`src/rtl/sdram_avalon_arbiter.sv`:
```
// Purpose: round-robin arbiter sharing one SDRAM Avalon-MM slave between two masters, routing read data by tag.
// Latency: a request seen in IDLE reaches the slave next cycle; owner handover is back-to-back; read data path is combinational.
// Backpressure: owner waitrequest follows s_waitrequest; reads also stall when MAX_PEND reads are outstanding; non-owners always see waitrequest.
//
// Ports:
//   clk, reset_n                         clock, async active-low reset
//   m0_*/m1_* address/read/write/...     master commands in; waitrequest, readdata, readdatavalid out
//   s_* address/read/write/...           command to the SDRAM slave; s_waitrequest/readdata/readdatavalid back
//   pending                              number of outstanding reads
//   err                                  sticky protocol error (read+write together, or a response with nothing outstanding)
module sdram_avalon_arbiter #(
    parameter int ADDR_W   = 25,
    parameter int DATA_W   = 32,
    parameter int MAX_PEND = 4
) (
    input  logic                    clk,
    input  logic                    reset_n,

    input  logic [ADDR_W-1:0]       m0_address,
    input  logic                    m0_read,
    input  logic                    m0_write,
    input  logic [DATA_W-1:0]       m0_writedata,
    input  logic [DATA_W/8-1:0]     m0_byteenable,
    output logic                    m0_waitrequest,
    output logic [DATA_W-1:0]       m0_readdata,
    output logic                    m0_readdatavalid,

    input  logic [ADDR_W-1:0]       m1_address,
    input  logic                    m1_read,
    input  logic                    m1_write,
    input  logic [DATA_W-1:0]       m1_writedata,
    input  logic [DATA_W/8-1:0]     m1_byteenable,
    output logic                    m1_waitrequest,
    output logic [DATA_W-1:0]       m1_readdata,
    output logic                    m1_readdatavalid,

    output logic [ADDR_W-1:0]       s_address,
    output logic                    s_read,
    output logic                    s_write,
    output logic [DATA_W-1:0]       s_writedata,
    output logic [DATA_W/8-1:0]     s_byteenable,
    input  logic                    s_waitrequest,
    input  logic [DATA_W-1:0]       s_readdata,
    input  logic                    s_readdatavalid,

    output logic [$clog2(MAX_PEND):0] pending,
    output logic                    err
);

    localparam int PW = $clog2(MAX_PEND);
    localparam int CW = PW + 1;
    localparam logic [CW-1:0] FULL = CW'(MAX_PEND);

    typedef enum logic [1:0] {IDLE, OWN0, OWN1} state_t;

    state_t              state, state_nxt;
    logic                rr, rr_nxt;
    logic                req0, req1;
    logic                own_vld, own_id;
    logic                own_read, own_write;
    logic                own_req, oth_req;
    logic                throttle, accept;
    logic                push, pop, spurious;
    logic [PW-1:0]       wr_ptr, rd_ptr;
    logic [MAX_PEND-1:0] tag_mem;
    logic                head;

    assign req0     = m0_read | m0_write;
    assign req1     = m1_read | m1_write;
    assign own_vld  = (state != IDLE);
    assign own_id   = (state == OWN1);
    assign own_read  = own_id ? m1_read  : m0_read;
    assign own_write = own_id ? m1_write : m0_write;
    assign own_req  = own_id ? req1 : req0;
    assign oth_req  = own_id ? req0 : req1;

    // Command mux: the slave always sees the owner's fields; read/write strobes are gated.
    assign s_address    = own_id ? m1_address    : m0_address;
    assign s_writedata  = own_id ? m1_writedata  : m0_writedata;
    assign s_byteenable = own_id ? m1_byteenable : m0_byteenable;

    // A read with the tag FIFO full is held back; a read+write combination forwards only the read.
    assign throttle = own_vld & own_read & (pending == FULL);
    assign s_read   = own_vld & own_read & ~throttle;
    assign s_write  = own_vld & own_write & ~own_read;
    assign accept   = (s_read | s_write) & ~s_waitrequest;

    assign m0_waitrequest = (state != OWN0) | throttle | s_waitrequest;
    assign m1_waitrequest = (state != OWN1) | throttle | s_waitrequest;

    // Response routing: the head tag names the master that issued the oldest outstanding read.
    assign push     = accept & s_read;
    assign pop      = s_readdatavalid & (pending != '0);
    assign spurious = s_readdatavalid & (pending == '0);
    assign head     = tag_mem[rd_ptr];

    assign m0_readdata      = s_readdata;
    assign m1_readdata      = s_readdata;
    assign m0_readdatavalid = pop & ~head;
    assign m1_readdatavalid = pop & head;

    always_comb begin
        state_nxt = state;
        rr_nxt    = rr;
        if (accept) begin
            rr_nxt = ~own_id;
            if (oth_req)
                state_nxt = own_id ? OWN0 : OWN1;
            else if (own_req)
                state_nxt = state;
            else
                state_nxt = IDLE;
        end else if (!own_vld || !own_req) begin
            // Nobody to wait for: arbitrate afresh. A stalled owner keeps the slave.
            if (req0 && req1)
                state_nxt = rr ? OWN1 : OWN0;
            else if (req0)
                state_nxt = OWN0;
            else if (req1)
                state_nxt = OWN1;
            else
                state_nxt = IDLE;
        end
    end

    always_ff @(posedge clk or negedge reset_n) begin
        if (!reset_n) begin
            state   <= IDLE;
            rr      <= 1'b0;
            wr_ptr  <= '0;
            rd_ptr  <= '0;
            pending <= '0;
            err     <= 1'b0;
        end else begin
            state <= state_nxt;
            rr    <= rr_nxt;
            if (push)
                wr_ptr <= wr_ptr + PW'(1);
            if (pop)
                rd_ptr <= rd_ptr + PW'(1);
            if (push && !pop)
                pending <= pending + CW'(1);
            else if (pop && !push)
                pending <= pending - CW'(1);
            if (spurious || (own_vld && own_read && own_write))
                err <= 1'b1;
        end
    end

    // Tag storage needs no reset: entries are only read behind a valid pending count.
    always_ff @(posedge clk) begin
        if (push)
            tag_mem[wr_ptr] <= own_id;
    end

endmodule

```
`config.mk`:
```
export PLATFORM = sky130hd
export DESIGN_NAME = sdram_avalon_arbiter
export DESIGN_NICKNAME = d
export VERILOG_FILES = /design/src/rtl/sdram_avalon_arbiter.sv
export SDC_FILE = /design/constraint.sdc
export NUM_CORES = 1
export LEC_CHECK = 0
export ABC_CLOCK_PERIOD_IN_PS = 2500
export CAP_MARGIN = 10
export CORE_AREA = 2 2 114 116
export DETAILED_ROUTE_END_ITERATION = 6
export DIE_AREA = 0 0 116 118
export PLACE_DENSITY = 0.58
export SETUP_SLACK_MARGIN = 0.4
export SLEW_MARGIN = 20
export SYNTH_ARGS = -nofsm -noshare
export SYNTH_HDL_FRONTEND = slang
export SYNTH_SLANG_ARGS = --single-unit
export TNS_END_PERCENT = 10
```
`constraint.sdc`:
```
create_clock -name clk -period 2.5 [get_ports clk]
set_input_delay 0.5 -clock clk [delete_from_list [all_inputs] [get_ports clk]]
set_output_delay 0.5 -clock clk [all_outputs]
set_load 0.02 [all_outputs]
```
==> flow_results.org <==
** Pwr
- Fraction of power consumed by combinational cells :: 81.9%
- In this run the power spent charging and discharging nets is 2.18 mW.
- The internal power of the cells totals 2.09 mW.
- In this run switching power makes up 51.0% of total power.
- The share of total power dissipated in sequential elements is 10.9%.
- The analysis attributes to cell leakage a power of 1.89 nW.
- Per report_power, the clock group accounts for 7.1% of the total.
- Cell Pwr Density :: 1040 nW/um2
- IR analysis of the VDD net gives a maximum drop of 0.530 mV.
- Overall power :: 4.26 mW

** Floorplanning
- The core region is 12400 um2.
- Die width :: 116 um
- Number of primary I/O pins :: 297
- Die height :: 118 um
- Initial core utilization :: 17.4%
- Std cell rows :: 41
- Area of the die :: 13700 um2

** Place
- During placement, the flow inserted port buffers numbering 200.
- Worst slack, placed :: -0.146 ns
- Global placement routability congestion :: 0.819
- Detailed placement HPWL :: 8340 um

** Critical path
- On the worst path, the slowest cell contributes a delay of 0.57 ns.
- In this run the critical register-to-register path is launched from state[0].
- The worst setup path is of the input port to output port kind.
- Standard cell with the maximum stage delay on the critical path :: sky130_fd_sc_hd__clkdlybuf4s50_1
- Worst path required time :: 2.00 ns
- Along the worst path, the maximum fanout reaches 5.
- Buf/Inv on CP :: 2
- Measured in cells, the most critical reg-to-reg path has a length of 9.
- In this run the critical register-to-register path is captured at pending[2].
- Arrival time of the worst setup path :: 1.61 ns
- The setup check on the worst reg-to-reg path leaves a slack of 0.43 ns.
- List of cells traversed by the critical path :: clkdlybuf4s50_1 -> nand3b_1 -> nand2_1 -> dlygate4sd2_1
- The kind of cell with the highest combined delay along the critical path is buffers and inverters.
- The worst setup path is captured at an output port.
- Startpoint class of the critical path :: input port

** Timing
- Unrepaired setup endpoints after global routing :: yes
- Measured slew at the worst slew-check pin :: 0.515 ns
- Min cycle time layout :: 2.11 ns
- Highest achievable clock rate :: 474 MHz
- The hold violation count in the final report is 0.
- Setup slack on the critical path of the routed design comes to 0.392 ns.
- Crit share post-route :: 84.3%
- Number of max-slew violations in the final report :: 0
- In this run the tightest slew margin relative to its limit is 65.5%.
- Final setup violation count :: 0
- The clock arrives with 0.00187 ns of skew.

** Yosys
- Yosys synthesis warning count :: 0
- Sequential elements use 18.3% of the synthesized area.
- Distinct cell type count after synthesis :: 37
- Total nets after synthesis :: 510
- Mapped Avg Cell Area :: 6.31 um2
- The mapped netlist covers 2160 um2.
- After technology mapping, the gate count stands at 342.
- Synthesized flop and latch total :: 15

** Cells and area
- Antenna cell count :: 0
- Number of nets at the end of the flow :: 650
- Leading cell type in the layout, fill and taps excluded :: sky130_fd_sc_hd__nand2_1
- The post-route netlist has 16.2% of its cells at a drive strength greater than 1.
- Top library cells by usage in the layout, fill and taps aside :: sky130_fd_sc_hd__nand2_1, sky130_fd_sc_hd__clkdlybuf4s50_1, sky130_fd_sc_hd__clkdlybuf4s15_2, sky130_fd_sc_hd__clkdlybuf4s15_1, sky130_fd_sc_hd__buf_4
- Compared with the post-synthesis result, the final layout area differs by 89.1%.

** Run status
- Outcome :: finished, final reports clean

** Global routing
- The number of global-route vias before repair is 2457.
- Global routing used 13.3% of the available tracks across all layers.
- Wire length of the first global-routing pass :: 14000 um
- Residual overflow from global routing :: 0
- Initial antenna violation count :: 1
- Largest net degree at the start of global routing :: 34

** Routing
- After detailed routing, the number of remaining DRC violations is 0.
- Dividing the detail-routed wire length by the instance count gives 15.6 um.
- Total number of vias :: 2548
- The pre-antenna-repair detailed-routing pass consisted of 5 iterations.
- Using the TritonRoute via totals, the vias-per-cell ratio works out to 3.90.
- The detail route stage leaves a number of antenna-violating nets equal to 0.
- For this block, the initial DRC count from the detailed router was 60.
- After detailed routing, the total wire length is 10200 um.

** Hold path
- The worst hold path belongs to the class register to register.
- The worst hold path terminates at rd_ptr[1].
- The startpoint identified for the worst hold timing path is rd_ptr[1].
- Along the worst hold path, the cell count comes to 1.

** CTS
- Clock tree from TritonCTS :: done
- Clock transition at the registers of the reported paths :: 0.04 ns
- The cell sitting at the root of the clock tree is a sky130_fd_sc_hd__clkbuf_16.
- CTS H-tree depth :: 1
- Buffers inserted to repair hold after CTS numbered 0.
- CTS Sinks :: 15
- CTS Buf Count :: 3
- Clock latency on the worst-skew pair :: 0.24 ns
- The clock passes through at most 2 buffers.

** Flow run
- Max-cap violation count :: 0
==> power by group through the flow <==
stage,registers (mW),logic (mW),clock network (mW)
3_3_place_gp,0.458,3.57,0
4_1_cts,0.456,3.55,0.312
3_5_place_dp,0.461,3.58,0
5_1_grt,0.480,3.76,0.320
6_report,0.467,3.49,0.304
2_1_floorplan,0.482,1.99,0
==> cells in the mapped netlist <==
cell type,number,area [um2]
sky130_fd_sc_hd__nand2_1,188,706
sky130_fd_sc_hd__buf_4,64,480
sky130_fd_sc_hd__dfrtp_1,11,275
sky130_fd_sc_hd__buf_2,8,40.0
sky130_fd_sc_hd__nor2_1,6,22.5
sky130_fd_sc_hd__and2_2,5,37.5
sky130_fd_sc_hd__buf_1,5,18.8
sky130_fd_sc_hd__ha_1,5,62.6
sky130_fd_sc_hd__edfxtp_1,4,120
sky130_fd_sc_hd__inv_1,4,15.0
sky130_fd_sc_hd__nor3_1,4,20.0
sky130_fd_sc_hd__o21ai_0,3,15.0
sky130_fd_sc_hd__xnor2_1,3,26.3
sky130_fd_sc_hd__xor2_1,3,26.3
sky130_fd_sc_hd__a21oi_1,2,10.0
sky130_fd_sc_hd__a21oi_2,2,17.5
sky130_fd_sc_hd__nand2b_1,2,12.5
sky130_fd_sc_hd__nand3b_1,2,15.0
sky130_fd_sc_hd__nor2b_1,2,12.5
sky130_fd_sc_hd__o211ai_1,2,15.0
sky130_fd_sc_hd__a211oi_4,1,20.0
sky130_fd_sc_hd__buf_6,1,11.3
sky130_fd_sc_hd__clkbuf_8,1,13.8
sky130_fd_sc_hd__fa_1,1,20.0
sky130_fd_sc_hd__inv_2,1,3.75
sky130_fd_sc_hd__mux2_2,1,11.3
sky130_fd_sc_hd__mux2i_1,1,10.0
sky130_fd_sc_hd__mux4_2,1,22.5
sky130_fd_sc_hd__nand3b_4,1,20.0
sky130_fd_sc_hd__nand4bb_1,1,11.3
sky130_fd_sc_hd__nor3b_4,1,18.8
sky130_fd_sc_hd__nor4_1,1,6.26
sky130_fd_sc_hd__o221a_2,1,11.3
sky130_fd_sc_hd__o2bb2ai_1,1,8.76
sky130_fd_sc_hd__o31a_1,1,8.76
sky130_fd_sc_hd__o31ai_1,1,7.51
sky130_fd_sc_hd__or2_2,1,6.26
==> flip-flops by register name, summed over array words and instances, names as in the netlist <==
signal and count:
err 1, pending 3, rd_ptr 2, rr 1, state 2, tag_mem 4
wr_ptr 2
==> worst register-to-register path: cells and delay by family, from the launching register on <==
family	cells	cell delay (ns)
adders and majority gates	2	0.54
DFF	1	0.38
xor gates and xnor gates	2	0.31
AOI/OAI and AO/OA	1	0.29
and+or+nand+nor	2	0.24
buffers and inverters	2	0.18
==> worst max-delay path by stage <==
stage               startpoint            end  slack (ns)  cells after the start
floorplan             state[0]     pending[2]        0.41                     10
global placement       m1_read         s_read       -0.14                      5
detailed placement     m0_read     pending[2]       -0.15                      9
CTS                   state[0]  s_address[12]        0.35                      6
global route           m1_read     pending[2]        0.26                      9
finish                m0_write        s_write        0.39                      4
==> cell type report <==
cell class                 count  area [um2]
clock buffer                   4        78.8
fill                        1351        8330
inverter                       5        23.8
multi-input combinational    243        1210
sequential                    15         399
tap                          172         215
timing repair buffer         214        2150
==> through the flow <==
step | util [%] | area [um2] | instances | setup TNS [ns] | hold WS (ns)
finish | 32.9 | 4080 | 653 | 0 | 0.478
global route | 32.9 | 4080 | 653 | 0 | 0.494
detailed placement | 31.6 | 3930 | 646 | -0.526 | 0.469
CTS | 32.8 | 4070 | 652 | 0 | 0.479
global placement | 31.6 | 3930 | 646 | -0.395 | 0.470
floorplan | - | 2170 | 342 | 0 | 0.204
==> layer usage <==
metal  part of all wire [%]  GRT usage, %  vias to the layer above
met5                   0.13             0                        -
met3                     12          6.28                       14
met1                     39          14.9                     1117
met4                    1.1          2.23                        2
li1                       -             -                     1267
met2                     47          23.2                      148
==> timing repair <==
item,in CTS,in global routing
buffers inserted,1,1
setup endpoints to repair,60,60
cloned,1,0
endpoints found under the hold margin,0,0
pin swaps,1,4
gates resized for setup,142,12
==> kinds of logic (layout without fill, tap and decap cells) <==
logic type	count (synthesis)	after routing	share of synthesized area, %
AO/OA/AOI/OAI	14	14	5.27
multiplexers	3	3	2.03
flip-flops	15	15	18.3
XOR/XNOR	6	6	2.43
adder cells (fa/ha/maj)	6	6	3.82
buffers and inverters	84	223	27.0
AND/OR/NAND/NOR	214	214	41.1
No activity file was read; power rests on OpenSTA's default activity.
